## src/rtl/button_conditioner.sv

```systemverilog
// Per-channel button conditioner: 2-flop synchroniser, debounce FSM, and
// registered press / release / long-press / auto-repeat pulses.
module button_conditioner #(
    parameter int NUM_BUTTONS       = 5,
    parameter int DEBOUNCE_CYCLES   = 250000,
    parameter int LONG_PRESS_CYCLES = 50000000,
    parameter int REPEAT_CYCLES     = 10000000
) (
    input  logic                   clk,
    input  logic                   reset,
    input  logic [NUM_BUTTONS-1:0] btn_in,
    output logic [NUM_BUTTONS-1:0] btn_level,
    output logic [NUM_BUTTONS-1:0] btn_press,
    output logic [NUM_BUTTONS-1:0] btn_release,
    output logic [NUM_BUTTONS-1:0] btn_long,
    output logic [NUM_BUTTONS-1:0] btn_repeat
);
    localparam int DW  = $clog2(DEBOUNCE_CYCLES) + 1;
    localparam int HW  = $clog2(LONG_PRESS_CYCLES) + 1;
    localparam int RPW = $clog2(REPEAT_CYCLES) + 1;

    localparam logic LONG_EN = (LONG_PRESS_CYCLES > 0);
    localparam logic REP_EN  = (LONG_PRESS_CYCLES > 0) && (REPEAT_CYCLES > 0);

    localparam logic [DW-1:0]  DEB_LAST  = DW'(DEBOUNCE_CYCLES - 1);
    localparam logic [HW-1:0]  HOLD_LAST = HW'(LONG_PRESS_CYCLES - 1);
    localparam logic [HW-1:0]  HOLD_MAX  = HW'(LONG_PRESS_CYCLES);
    localparam logic [RPW-1:0] REP_LAST  = RPW'(REPEAT_CYCLES - 1);

    typedef enum logic [1:0] {
        IDLE         = 2'd0,
        PRESS_WAIT   = 2'd1,
        HELD         = 2'd2,
        RELEASE_WAIT = 2'd3
    } state_t;

    for (genvar gi = 0; gi < NUM_BUTTONS; gi++) begin : g_ch
        (* ASYNC_REG = "TRUE" *) logic sync1_reg;
        (* ASYNC_REG = "TRUE" *) logic sync2_reg;

        state_t         state_reg, state_next;
        logic [DW-1:0]  cnt_reg, cnt_next;
        logic [HW-1:0]  hold_cnt_reg, hold_cnt_next;
        logic [RPW-1:0] rep_cnt_reg, rep_cnt_next;
        logic           press_reg, press_next;
        logic           rel_reg, rel_next;
        logic           long_reg, long_next;
        logic           rpt_reg, rpt_next;
        logic           s;
        logic           counting;

        assign s = sync2_reg;
        // Hold time accumulates on every high sample while pressed, so a short
        // release glitch delays the long/repeat timing by exactly its length.
        assign counting = s && (state_reg == HELD || state_reg == RELEASE_WAIT);

        always_ff @(posedge clk) begin
            if (reset) begin
                sync1_reg    <= 1'b0;
                sync2_reg    <= 1'b0;
                state_reg    <= IDLE;
                cnt_reg      <= '0;
                hold_cnt_reg <= '0;
                rep_cnt_reg  <= '0;
                press_reg    <= 1'b0;
                rel_reg      <= 1'b0;
                long_reg     <= 1'b0;
                rpt_reg      <= 1'b0;
            end else begin
                sync1_reg    <= btn_in[gi];
                sync2_reg    <= sync1_reg;
                state_reg    <= state_next;
                cnt_reg      <= cnt_next;
                hold_cnt_reg <= hold_cnt_next;
                rep_cnt_reg  <= rep_cnt_next;
                press_reg    <= press_next;
                rel_reg      <= rel_next;
                long_reg     <= long_next;
                rpt_reg      <= rpt_next;
            end
        end

        always_comb begin
            state_next = state_reg;
            cnt_next   = cnt_reg;
            case (state_reg)
                IDLE: begin
                    if (s) begin
                        state_next = PRESS_WAIT;
                        cnt_next   = DW'(1);
                    end else begin
                        cnt_next = '0;
                    end
                end
                PRESS_WAIT: begin
                    if (!s) begin
                        state_next = IDLE;
                        cnt_next   = '0;
                    end else if (cnt_reg == DEB_LAST) begin
                        state_next = HELD;
                        cnt_next   = '0;
                    end else begin
                        cnt_next = cnt_reg + DW'(1);
                    end
                end
                HELD: begin
                    if (!s) begin
                        state_next = RELEASE_WAIT;
                        cnt_next   = DW'(1);
                    end
                end
                default: begin
                    if (s) begin
                        state_next = HELD;
                        cnt_next   = '0;
                    end else if (cnt_reg == DEB_LAST) begin
                        state_next = IDLE;
                        cnt_next   = '0;
                    end else begin
                        cnt_next = cnt_reg + DW'(1);
                    end
                end
            endcase
        end

        always_comb begin
            press_next    = 1'b0;
            rel_next      = 1'b0;
            long_next     = 1'b0;
            rpt_next      = 1'b0;
            hold_cnt_next = hold_cnt_reg;
            rep_cnt_next  = rep_cnt_reg;
            if (state_reg == PRESS_WAIT && s && cnt_reg == DEB_LAST) begin
                press_next    = 1'b1;
                hold_cnt_next = '0;
                rep_cnt_next  = '0;
            end
            if (state_reg == RELEASE_WAIT && !s && cnt_reg == DEB_LAST) begin
                rel_next = 1'b1;
            end
            // hold_cnt parks at HOLD_MAX once the long pulse has fired.
            if (counting && LONG_EN) begin
                if (hold_cnt_reg != HOLD_MAX) begin
                    hold_cnt_next = hold_cnt_reg + HW'(1);
                    long_next     = (hold_cnt_reg == HOLD_LAST);
                end else if (REP_EN) begin
                    if (rep_cnt_reg == REP_LAST) begin
                        rpt_next     = 1'b1;
                        rep_cnt_next = '0;
                    end else begin
                        rep_cnt_next = rep_cnt_reg + RPW'(1);
                    end
                end
            end
        end

        assign btn_level[gi]   = (state_reg == HELD) || (state_reg == RELEASE_WAIT);
        assign btn_press[gi]   = press_reg;
        assign btn_release[gi] = rel_reg;
        assign btn_long[gi]    = long_reg;
        assign btn_repeat[gi]  = rpt_reg;
    end
endmodule

```

## config.mk

```make
export PLATFORM = sky130hd
export DESIGN_NAME = button_conditioner
export DESIGN_NICKNAME = d
export VERILOG_FILES = /design/src/rtl/button_conditioner.sv
export SDC_FILE = /design/constraint.sdc
export NUM_CORES = 1
export LEC_CHECK = 0
export CORE_ASPECT_RATIO = 0.75
export CORE_MARGIN = 1.5
export CORE_UTILIZATION = 39
export CTS_CLUSTER_DIAMETER = 60
export DETAILED_ROUTE_END_ITERATION = 7
export SETUP_SLACK_MARGIN = 0.05
export SKIP_CTS_REPAIR_TIMING = 1
export SKIP_LAST_GASP = 1
export SLEW_MARGIN = 20
export SYNTH_ARGS = -nofsm -noshare
export SYNTH_HDL_FRONTEND = slang
export SYNTH_SLANG_ARGS = --single-unit
```

## constraint.sdc

```tcl
create_clock -name clk -period 2.3 [get_ports clk]
set_input_delay 0.23 -clock clk [delete_from_list [all_inputs] [get_ports clk]]
set_output_delay 0.23 -clock clk [all_outputs]
set_load 0.02 [all_outputs]
```

# Word level (Yosys, flattened, before mapping)

Index checks and enable logic that the tools add are counted.

Word-level logic and storage cells: 300
Input port bits: 7
Output and inout bits: 25
Bits in registers: 395

Eq/ne operators: 50
Reductions and logical operators: 60
Muxes and demuxes: 115
$add $sub $neg: 15
Bitwise gates (word level): 10

Operators by type and width:

| kind                    | count |
|---|---|
| $mux W25                | 20 |
| $mux W27                | 15 |
| $mux W19                | 20 |
| $pmux W19 S3            | 5 |
| $add A27 B1 Y27 const B | 5 |
| $eq A27 B26 Y1 const B  | 5 |
| $ne A27 B26 Y1 const B  | 5 |
| $add A25 B1 Y25 const B | 5 |
| $eq A25 B24 Y1 const B  | 5 |
| $add A19 B1 Y19 const B | 5 |
| $eq A19 B18 Y1 const B  | 5 |
| $mux W2                 | 30 |
| $pmux W2 S3             | 5 |
| $reduce_or A3 Y1        | 10 |
| $logic_and A1 B1 Y1     | 25 |
| $eq A2 B2 Y1 const B    | 10 |
| $mux W1                 | 20 |
| $ne A2 B2 Y1 const B    | 10 |
| $reduce_and A4 Y1       | 5 |
| $reduce_bool A4 Y1      | 5 |
| $ne A3 B3 Y1 const B    | 4 |
| $eq A2 B1 Y1 const B    | 5 |
| $logic_not A2 Y1        | 5 |
| $not A1 Y1              | 10 |
| other kinds (3)         | 11 |

# Longest topological paths before layout

Gate-level depths: netlist (run 1).

Word-level depth: 6
Depth in mapped cells: 9
Gate-level depth less buffers: 7

# Worst setup path after synthesis (run 1)

No wires, ideal clock.

Kind: reg2reg
Start: register g_ch[1].rep_cnt_reg[0]
End: register g_ch[1].rep_cnt_reg[16]
Arrival: 2209 ps
Setup slack: -31 ps
Path buffers: 2
Clock period less this slack: 2331 ps
Library setup time: 122 ps
Cell stages (with the launch flop): 9
Required time: 2178 ps
Cell sequence: dfxtp_1 -> ha_1 -> and4_1 -> clkbuf_1 -> nand3_1 -> o41ai_4 -> clkbuf_1 -> nor3_1 -> a221o_1

Cells in the longest elaborated chain, start to end: 4
Elaborated cells on any way between the ends: 5
Those cells by class: 1 x add/sub; 1 x eq/ne; 3 x mux

Ends and longest elaborated chain:

| what                                                     | line     | text |
|---|---|---|
| start, declared                                          | 44       | `logic [RPW-1:0] rep_cnt_reg, rep_cnt_next;` |
| start signal, assigned                                   | 75       | `rep_cnt_reg <= rep_cnt_next;` |
| $add A25 B1 Y25 / $eq A25 B24 Y1 (equally long branches) | 151, 147 |  |
| $mux W25 (*)                                             | 147      | `if (rep_cnt_reg == REP_LAST) begin` |
| $mux W25 (*)                                             | 143      | `if (hold_cnt_reg != HOLD_MAX) begin` |
| $mux W25 (*)                                             | 142      | `if (counting && LONG_EN) begin` |

Every way passes the cells marked *; elsewhere a longest branch is shown, timed or not.
A chain may end at the register's enable or synchronous reset.

# Final worst setup path (run 1)

Start: register g_ch[1].hold_cnt_reg[10]
End: register g_ch[1].rep_cnt_reg[23]

Cells in the longest elaborated chain, start to end: 3

Ends and longest elaborated chain:

| what                   | line | text |
|---|---|---|
| start, declared        | 43   | `logic [HW-1:0] hold_cnt_reg, hold_cnt_next;` |
| start signal, assigned | 74   | `hold_cnt_reg <= hold_cnt_next;` |
| $ne A27 B26 Y1         | 143  |  |
| $mux W25               | 143  |  |
| $mux W25               | 142  |  |

No other way between the ends.

==> impl_metrics.yaml, run 1 <==
global_routing:
  global_route.peak_usage_layer: "met2"
  globalRouteMet3Util_pct: 3.03
  gr-usage-met1_pct: 27.6
  global_route.overflow_total: 0
  grt_util_met2_pct: 28.2
  maximum_number_of_pins_on_one_net_before_global_route_repair: 47
  grt_pass1_vias: 18307
  grt_first_pass_wirelength_um: 89500
  antenna_found_initial: 0
  gr-usage-all-layers_pct: 18.8
pwr:
  netSwitchingPower_uw: 3200
  p_clk_share_pct: 52.3
  power.density_cell_area_nw_per_um2: 603
  ir_drop_mv: 0.506
  power_switching_share_pct: 21.5
  internal_power_uw: 11700
  reported_leakage_power_uw: 0.00791
  power.combinational.fraction_pct: 1.5
  pwr-share-seq_pct: 46.2
yosys:
  yosys.area.top_type: "dfxtp_1"
  main_combinational_cell_family_by_area_after_synthesis: "simple AND/OR/NAND/NOR gates"
  yosys_register_bits: 395
  synthDistinctLibCells: 82
  syn-num-nets: 2669
  post_synthesis_async_set_or_reset_flop_share_pct: 0
  synth-xor-area-share_pct: 5.41
  synth.mux.area_fraction_pct: 0.576
  syn_avg_cell_area_um2: 7.97
  synth_most_common_cell: "dfxtp_1"
  netlist_area_um2: 21100
  dominantRegCellSynth: "dfxtp_1"
  synth_edf_count: 0
  synth_area_in_compound_gates_pct: 15.6
  synthTopCellsByArea: "dfxtp_1 38%, nor2_1 4.5%, nand3_1 4.3%"
  portion_of_the_post_synthesis_area_used_by_sequential_elements_pct: 37.5
  synth-adder-area-share_pct: 1.19
  synthesis.yosys.warnings: 0
  syn_inst: 2642
  netlist.area_leader.share_pct: 37.5
  post_synth_and_or_nand_nor_area_fraction_pct: 34.3
  synth.top_cells.by_count: "395 x dfxtp_1, 252 x nor2_1, 213 x nand2_1"
floorplanning:
  coreArea_um2: 53200
  floorplan.die.height_um: 204
  die_area_um2: 55400
  die-width_um: 271
  row_count: 73
  floorplan.initialDensity_pct: 39.6
  top_level_ports: 32
placement:
  post-place-cells: 3366
  dpl.hpwl_um: 35900
  placed_area_um2: 22800
  globalplace.congestion: 0.859
  port_buffers: 31
  place_ws_ns: 0.00466
setup_path:
  critical_path_end_type: "flip-flop"
  setup.worst_path.class: "flip-flop to flip-flop"
  critPathTopFamily: "simple AND/OR/NAND/NOR gates"
  slowest_stage_cell_crit_path: "or4_4"
  critical_path_max_stage_delay_ns: 0.57
  worst-path-buf-inv: 1
  cp.required_ns: 2.77
  startpoint_type: "flip-flop"
  worstPathCellList: "nand4bb_1, or4_4, or3_4, buf_12, o211a_1, a211o_1"
  critPathArrivalTime_ns: 2.70
  timing.critical_path.fanout_max: 15
timing:
  rsz_0062_raised_after_global_routing: "yes"
  report.final.setup_viol: 0
  timing.final.crit_period_ns: 2.23
  finClkSkew_ns: 0.0133
  maxSlewViolCount: 0
  fmaxAchievable_mhz: 449
  period_share_pct: 96.8
  finalHoldViolCount: 0
  worst_slack_ns: 0.0725
  hold-worst-slack_ns: 0.0878
  timing.max_slew.rel_slack_pct: 59.7
  worst-slew-pin-transition_ns: 0.602
clock_network:
  tritoncts: "built"
  clock_tree.htree_level_count: 2
  worstSkewPairLatency_ns: 0.58
  max-clock-path-buffers: 3
  clock_tree.root_cell: "clkbuf_16"
  tritoncts_num_sinks: 395
  cts_inserted_buffers: 45
  clk_pin_slew_ns: 0.06
final_layout:
  largest_register_ffs: 135
  finish.cell_count_without_fillers: 3454
  design.final.nets: 2734
  drive_above_1_share_pct: 11.4
  insertedDiodeCount: 0
  finalInstanceArea_um2: 24700
  area_growth_pct: 17.1
run:
  cap_viol_max_count: 0
worst_hold_path:
  path_type_of_the_worst_min_delay_path: "input port to flip-flop"
route:
  postRouteWirelength_um: 52600
  dr_total_vias: 19778
  vias_per_cell: 5.73
  detailedRoute.firstPassIterationCount: 5
  antenna_left: 0
  number_of_drc_violations_after_detailed_routing_iteration_0: 1509
  drc_errors: 0
  wl_per_cell_um: 15.2
outcome:
  run_status: "finished clean"
worst paths after layout:
| check | slack [ns] | from | depth (start not counted) | to |
|---|---|---|---|---|
| hold reg to reg | 0.44 | g_ch[3].sync1_reg$_SDFF_PP0_ | 1 | g_ch[3].sync2_reg$_SDFF_PP0_ |
| setup / recovery | 0.07 | g_ch[1].hold_cnt_reg[10]$_SDFF_PP0_ | 6 | g_ch[1].rep_cnt_reg[23]$_SDFF_PP0_ |
| setup reg to reg | 0.07 | g_ch[1].hold_cnt_reg[10]$_SDFF_PP0_ | 6 | g_ch[1].rep_cnt_reg[23]$_SDFF_PP0_ |
| hold / removal | 0.09 | reset | 2 | flip-flop |
per-stage QoR:
stage	total power [µW]	TNS, ns	utilization (%)
finish	14900	0	46.4
floorplan	7140	0	-
global placement	7250	0	42.9
CTS	15100	-0.217	45.9
global route	15400	0	46.4
detailed placement	7250	0	42.9
layer usage:
metal | routed length (µm) | vias up
met1 | 27300 | 9394
met3 | 2690 | 63
met4 | 877 | 0
met5 | 0 | -
met2 | 21700 | 431
li1 | - | 9890
worst reg2reg max path, cell delays in order (launching register included):
cell,delay (ns)
dfxtp_1,0.30
nand4bb_1,0.19
or4_4,0.57
or3_4,0.46
buf_12,0.17
o211a_1,0.20
a211o_1,0.22
kinds of logic (layout without fill, tap and decap cells):
| family | after synthesis | after routing |
|---|---|---|
| buffers and inverters | 273 | 373 |
| AOI/OAI and AO/OA | 485 | 485 |
| muxes | 12 | 12 |
| adders and majority gates | 20 | 20 |
| and+or+nand+nor | 1327 | 1327 |
| DFF | 395 | 395 |
| xor gates and xnor gates | 130 | 130 |
layout by cell type, fill, tap and decap left out, drive strengths merged, types with 43 or more instances in the layout:
| cell type | netlist | routed |
|---|---|---|
| o21ai | 121 | 121 |
| xnor2 | 76 | 76 |
| a21oi | 73 | 73 |
| nand3 | 184 | 184 |
| nor2 | 253 | 253 |
| nand4 | 110 | 110 |
| and2 | 43 | 43 |
| buf | 49 | 153 |
| nor3 | 97 | 97 |
| xor2 | 54 | 54 |
| nand2 | 213 | 213 |
| and3 | 50 | 50 |
| nor4 | 102 | 102 |
| dfxtp | 395 | 395 |
| clkbuf | 116 | 60 |
| inv | 106 | 108 |
| and4 | 43 | 43 |
| or4 | 50 | 50 |
| o211ai | 93 | 93 |
power by group through the flow:
stage	combinational (µW)	sequential (µW)	clock, µW
2_1_floorplan	127	7010	0
3_3_place_gp	225	7020	0
3_5_place_dp	227	7020	0
4_1_cts	229	6870	8020
5_1_grt	246	6870	8290
6_report	227	6870	7780
layout make-up:
| class | count | area [µm²] |
|---|---|---|
| clock buffers | 60 | 1290 |
| multi-input cells | 1974 | 12200 |
| clock inverters | 22 | 309 |
| repair buffers | 183 | 1600 |
| inverters | 108 | 405 |
| flip-flops and latches | 395 | 7920 |
| fillers | 5126 | 28500 |
| well taps | 712 | 891 |
(Power assumes the default switching activity.)
==> inputs of run 2 (changes only) <==
- SKIP_CTS_REPAIR_TIMING: 1 -> not set
==> run 2 against run 1 <==
- utilization is essentially flat
- first-iteration DRC count shrank 2.0%
- via count grew 0.18%
- cell count is essentially flat
- sequential share of layout area is essentially flat
- register-to-register slack is essentially flat
- design area is essentially flat
- wire length grew 0.23%
- maximum frequency shrank 0.63%
- clock power is essentially flat
- non-clock buffer count grew 1
- power is essentially flat
==> impl_metrics.yaml, run 2 (same netlist as run 1, synthesis figures left out) <==
outcome:
  run_status: "finished clean"
floorplanning:
  coreArea_um2: 53200
  floorplan.die.height_um: 204
  die_area_um2: 55400
  floorplan.initialDensity_pct: 39.6
  die-width_um: 271
  row_count: 73
  top_level_ports: 32
clock_network:
  clk_pin_slew_ns: 0.06
  cts_hold_buf: 0
  tritoncts: "built"
  cts_inserted_buffers: 45
  clock_tree.root_cell: "clkbuf_16"
  tritoncts_num_sinks: 395
  max-clock-path-buffers: 3
  clock_tree.htree_level_count: 2
  worstSkewPairLatency_ns: 0.58
pwr:
  pwr-share-seq_pct: 46.2
  power.density_cell_area_nw_per_um2: 603
  power.combinational.fraction_pct: 1.5
  netSwitchingPower_uw: 3200
  fin_total_pwr_uw: 14900
  p_clk_share_pct: 52.3
  internal_power_uw: 11700
  ir_drop_mv: 0.506
  reported_leakage_power_uw: 0.00792
  power_switching_share_pct: 21.5
route:
  vias_per_cell: 5.73
  wl_per_cell_um: 15.2
  detailedRoute.firstPassIterationCount: 5
  postRouteWirelength_um: 52700
  number_of_drc_violations_after_detailed_routing_iteration_0: 1479
  antenna_left: 0
  dr_total_vias: 19813
  drc_errors: 0
final_layout:
  final_core_utilization_pct: 46.4
  design.final.nets: 2735
  area_growth_pct: 17.2
  insertedDiodeCount: 0
  largest_register_ffs: 135
  finalInstanceArea_um2: 24700
  mostFrequentLayoutCell: "dfxtp_1"
  drive_above_1_share_pct: 11.4
  layout.cells.most_common_list: "390 x dfxtp_1, 252 x nor2_1, 213 x nand2_1, 183 x nand3_1, 140 x buf_4"
setup_path:
  critical_path_end_type: "flip-flop"
  cp.required_ns: 2.77
  setup_crit_start: "g_ch[1].hold_cnt_reg[10]$_SDFF_PP0_"
  timing.critical_path.fanout_max: 8
  worst-r2r-cell-count: 6
  critPathArrivalTime_ns: 2.71
  start_of_the_worst_register_to_register_path: "g_ch[1].hold_cnt_reg[10]$_SDFF_PP0_"
  startpoint_type: "flip-flop"
  setup.worst_path.class: "flip-flop to flip-flop"
global_routing:
  grt_first_pass_wirelength_um: 89600
  maximum_number_of_pins_on_one_net_before_global_route_repair: 47
  global_route.overflow_total: 0
  gr-usage-all-layers_pct: 18.8
  grt_pass1_vias: 18314
  antenna_found_initial: 0
placement:
  dpl.hpwl_um: 35900
  placed_area_um2: 22800
  port_buffers: 31
  place_ws_ns: 0.00466
  globalplace.congestion: 0.859
timing:
  timing.max_slew.rel_slack_pct: 58.3
  period_share_pct: 97.5
  worst-slew-pin-transition_ns: 0.623
  fmaxAchievable_mhz: 446
  timing.final.crit_period_ns: 2.24
  rsz_0062_raised_after_global_routing: "yes"
  report.final.setup_viol: 0
  maxSlewViolCount: 0
  finClkSkew_ns: 0.0141
  worst_slack_ns: 0.0583
  finalHoldViolCount: 0
run:
  cap_viol_max_count: 0
worst_hold_path:
  min_from: "reset"
  holdPathStages: 2
  path_type_of_the_worst_min_delay_path: "input port to flip-flop"
==> run 2: cell count changes in the layout (fill, tap and decap cells not counted) <==
cell / delta
buf_6: -1
nor4_1: -2
o31ai_4: -1
nor4_2: +2
clkbuf_16: +1
buf_4: +1
dfxtp_2: -1
o31ai_2: +1
dfxtp_1: +1
==> run 2: worst paths after layout <==
path,slack [ns],end
setup / recovery,0.06,g_ch[1].rep_cnt_reg[23]$_SDFF_PP0_
hold / removal,0.09,flip-flop
setup reg to reg,0.06,g_ch[1].rep_cnt_reg[23]$_SDFF_PP0_
hold reg to reg,0.44,g_ch[3].sync2_reg$_SDFF_PP0_
==> run 2: power by group through the flow <==
stage	clock (µW)	combinational [µW]	sequential (µW)
detailed placement	0	227	7020
finish	7780	228	6870
floorplan	0	127	7010
global placement	0	225	7020
CTS	8020	229	6870
global route	8280	246	6870
==> run 2: routing by layer <==
layer / routed length (µm) / GRT usage, % / vias up
li1: - / - / 9892
met1: 27400 / 27.6 / 9424
met2: 21700 / 28.2 / 430
met3: 2640 / 3.03 / 67
met4: 894 / 4.88 / 0
met5: 0 / 0 / -
==> run 2: layout make-up <==
class / count / area [µm²]
clock buffers: 60 / 1290
inverters: 108 / 405
well taps: 712 / 891
clock inverters: 22 / 309
multi-input cells: 1974 / 12300
repair buffers: 184 / 1620
fillers: 5114 / 28500
flip-flops and latches: 395 / 7910
==> run 2: worst max-delay path, stage by stage, from the launching register on <==
cell and delay, ns:
dfxtp_1 0.30, nand4bb_1 0.19, or4_4 0.58, or3_4 0.48, buf_12 0.17, o211a_1 0.19, a211o_1 0.22
==> run 2: timing repair <==
action,in CTS,in global routing
pin swaps,0,9
buffers inserted,0,5
endpoints found under the hold margin,0,0
cloned,0,2
gates resized for setup,3,40
setup endpoints to repair,21,135
==> run 2: through the flow <==
stage | TNS, ns | hold WS (ns) | instances
final | 0 | 0.0914 | 3455
after global routing | -0.0173 | 0.0842 | 3455
after CTS | 0 | 0.0452 | 3448
after detailed placement | 0 | 0.425 | 3366
after global placement | 0 | 0.420 | 3366
after floorplan | 0 | 0.358 | 2642
==> inputs of run 3 (changes only) <==
--- a/config.mk
+++ b/config.mk
@@ -12,2 +12,3 @@
 export DETAILED_ROUTE_END_ITERATION = 7
+export HOLD_SLACK_MARGIN = 0.05
 export SETUP_SLACK_MARGIN = 0.05
--- a/constraint.sdc
+++ b/constraint.sdc
@@ -3,2 +3,2 @@
 set_output_delay 0.23 -clock clk [all_outputs]
-set_load 0.02 [all_outputs]
+set_load 0.05 [all_outputs]
==> run 3 against run 2 <==
- maximum frequency rose by 0.18%
- cell count barely moved
- wire length fell by 0.13%
- clock power barely moved
- sequential power barely moved
- setup slack improved by 0.0039 ns
- critical path depth did not move
- register-to-register slack barely moved
- design area barely moved
- via count fell by 0.32%
==> impl_metrics.yaml, run 3 (same netlist as run 1, synthesis figures left out) <==
worst_hold_path:
  min_from: "btn_in[4]"
  path_type_of_the_worst_min_delay_path: "input port to flip-flop"
  holdPathStages: 2
  worst_min_delay_path_endpoint: "g_ch[4].sync1_reg$_SDFF_PP0_"
route:
  number_of_drc_violations_after_detailed_routing_iteration_0: 1512
  drc_errors: 0
  dr_total_vias: 19750
  vias_per_cell: 5.71
  antenna_left: 0
  detailedRoute.firstPassIterationCount: 5
  postRouteWirelength_um: 52600
  wl_per_cell_um: 15.2
global_routing:
  maximum_number_of_pins_on_one_net_before_global_route_repair: 47
  global_route.overflow_total: 0
  grt_first_pass_wirelength_um: 89600
  grt_pass1_vias: 18308
  antenna_found_initial: 0
  gr-usage-all-layers_pct: 18.8
timing:
  fmaxAchievable_mhz: 447
  timing.final.crit_period_ns: 2.24
  finClkSkew_ns: 0.0143
  rsz_0062_raised_after_global_routing: "yes"
  report.final.setup_viol: 0
  worst-slew-pin-transition_ns: 0.614
  maxSlewViolCount: 0
  timing.max_slew.rel_slack_pct: 58.9
  period_share_pct: 97.3
  finalHoldViolCount: 0
setup_path:
  critical_path_end_type: "flip-flop"
  worst-r2r-cell-count: 6
  worst-path-buf-inv: 1
  timing.critical_path.fanout_max: 8
  cp.required_ns: 2.77
  setup.worst_path.class: "flip-flop to flip-flop"
  critPathTopFamily: "simple AND/OR/NAND/NOR gates"
  worstPathCellList: "nand4bb_1, or4_4, or3_4, buf_12, o211a_1, a211o_1"
  critical_path_max_stage_delay_ns: 0.57
  crit-reg2reg-capture: "g_ch[1].rep_cnt_reg[23]$_SDFF_PP0_"
  startpoint_type: "flip-flop"
  regToRegSetupSlack_ns: 0.06
  start_of_the_worst_register_to_register_path: "g_ch[1].hold_cnt_reg[10]$_SDFF_PP0_"
  slowest_stage_cell_crit_path: "or4_4"
  critPathArrivalTime_ns: 2.71
  worstSetupPathDepth: 6
placement:
  dpl.hpwl_um: 35900
  port_buffers: 31
  globalplace.congestion: 0.859
  placed_area_um2: 22800
clock_network:
  tritoncts: "built"
  tritoncts_num_sinks: 395
  cts_inserted_buffers: 45
  worstSkewPairLatency_ns: 0.58
  max-clock-path-buffers: 3
  clock_tree.root_cell: "clkbuf_16"
  clock_tree.htree_level_count: 2
  clk_pin_slew_ns: 0.06
pwr:
  power.density_cell_area_nw_per_um2: 603
  power_switching_share_pct: 21.5
  netSwitchingPower_uw: 3210
  internal_power_uw: 11700
  pwr-share-seq_pct: 46.2
  ir_drop_mv: 0.507
  fin_total_pwr_uw: 14900
  power.combinational.fraction_pct: 1.5
  reported_leakage_power_uw: 0.00798
  p_clk_share_pct: 52.3
final_layout:
  mostFrequentLayoutCell: "dfxtp_1"
  largest_register_ffs: 135
  final.fill_count: 5113
  drive_above_1_share_pct: 11.4
  layout.cells.most_common_list: "390 x dfxtp_1, 252 x nor2_1, 213 x nand2_1, 183 x nand3_1, 140 x buf_4"
  design.final.nets: 2736
  area_growth_pct: 17.3
  insertedDiodeCount: 0
  finalInstanceArea_um2: 24700
floorplanning:
  floorplan.die.height_um: 204
  row_count: 73
  top_level_ports: 32
  die_area_um2: 55400
  coreArea_um2: 53200
  floorplan.initialDensity_pct: 39.6
  die-width_um: 271
run:
  cap_viol_max_count: 0
outcome:
  run_status: "finished clean"
[run 3: cell types whose count changed in the layout (fill, tap and decap cells not counted), sizes merged]
cell,previous run,this run
clkdlybuf4s50,30,27
dlygate4sd3,0,1
dlymetal6s2s,0,3
[run 3: worst max path at each step]
stage / start / to / slack (ns)
2_1_floorplan: g_ch[3].cnt_reg[5]$_SDFFE_PP0P_ / g_ch[3].cnt_reg[10]$_SDFFE_PP0P_ / 0.10
3_3_place_gp: g_ch[1].hold_cnt_reg[21]$_SDFF_PP0_ / g_ch[1].rep_cnt_reg[6]$_SDFF_PP0_ / 0.02
3_5_place_dp: g_ch[1].hold_cnt_reg[21]$_SDFF_PP0_ / g_ch[1].rep_cnt_reg[0]$_SDFF_PP0_ / 0.005
4_1_cts: g_ch[1].hold_cnt_reg[21]$_SDFF_PP0_ / g_ch[1].rep_cnt_reg[2]$_SDFF_PP0_ / 0.05
5_1_grt: g_ch[1].hold_cnt_reg[10]$_SDFF_PP0_ / g_ch[1].hold_cnt_reg[7]$_SDFF_PP0_ / -0.01
6_report: g_ch[1].hold_cnt_reg[10]$_SDFF_PP0_ / g_ch[1].rep_cnt_reg[23]$_SDFF_PP0_ / 0.06
[run 3: routing by layer]
layer	GRT usage, %	vias up	wire [µm]
met3	3.03	65	2820
met2	28.2	445	21600
met5	0	-	0
met4	4.88	0	885
met1	27.6	9340	27300
li1	-	9900	-
[run 3: area by class of cell]
cell class              count  area (µm²)  share of cell area (%)
clock inverters            22         309                    1.25
clock buffers              60        1290                    5.24
repair buffers            185        1640                    6.63
inverters                 108         405                    1.64
flip-flops and latches    395        7910                    32.0
well taps                 712         891                    3.61
multi-input cells        1974       12300                    49.6
[run 3: what timing repair did]
action	in CTS	in global routing
gates cloned	0	2
setup buffers	0	5
hold buffers	1	0
endpoints found under the hold margin	1	0
pin swaps	0	9
resized for setup	3	43
setup endpoints to repair	21	138
[run 3: worst reg2reg max path, stage by stage (launching register included)]
cell and delay (ns):
dfxtp_1 0.30, nand4bb_1 0.19, or4_4 0.57, or3_4 0.48, buf_12 0.17, o211a_1 0.19, a211o_1 0.22
[run 3: per-stage QoR]
step | TNS, ns | hold slack [ns] | utilization, % | instances | setup WS [ns]
global placement | 0 | 0.420 | 42.9 | 3366 | 0.0182
detailed placement | 0 | 0.425 | 42.9 | 3366 | 0.00466
global route | -0.0173 | 0.191 | 46.5 | 3456 | -0.0122
CTS | 0 | 0.157 | 46.0 | 3449 | 0.0491
finish | 0 | 0.193 | 46.5 | 3456 | 0.0622
floorplan | 0 | 0.358 | - | 2642 | 0.102
[run 3: power by group through the flow]
| stage | Clock, µW | Combinational (µW) | Sequential, µW |
|---|---|---|---|
| after global routing | 8280 | 248 | 6870 |
| after global placement | 0 | 226 | 7020 |
| after CTS | 8020 | 230 | 6870 |
| final | 7780 | 229 | 6870 |
| after floorplan | 0 | 128 | 7010 |
| after detailed placement | 0 | 228 | 7020 |
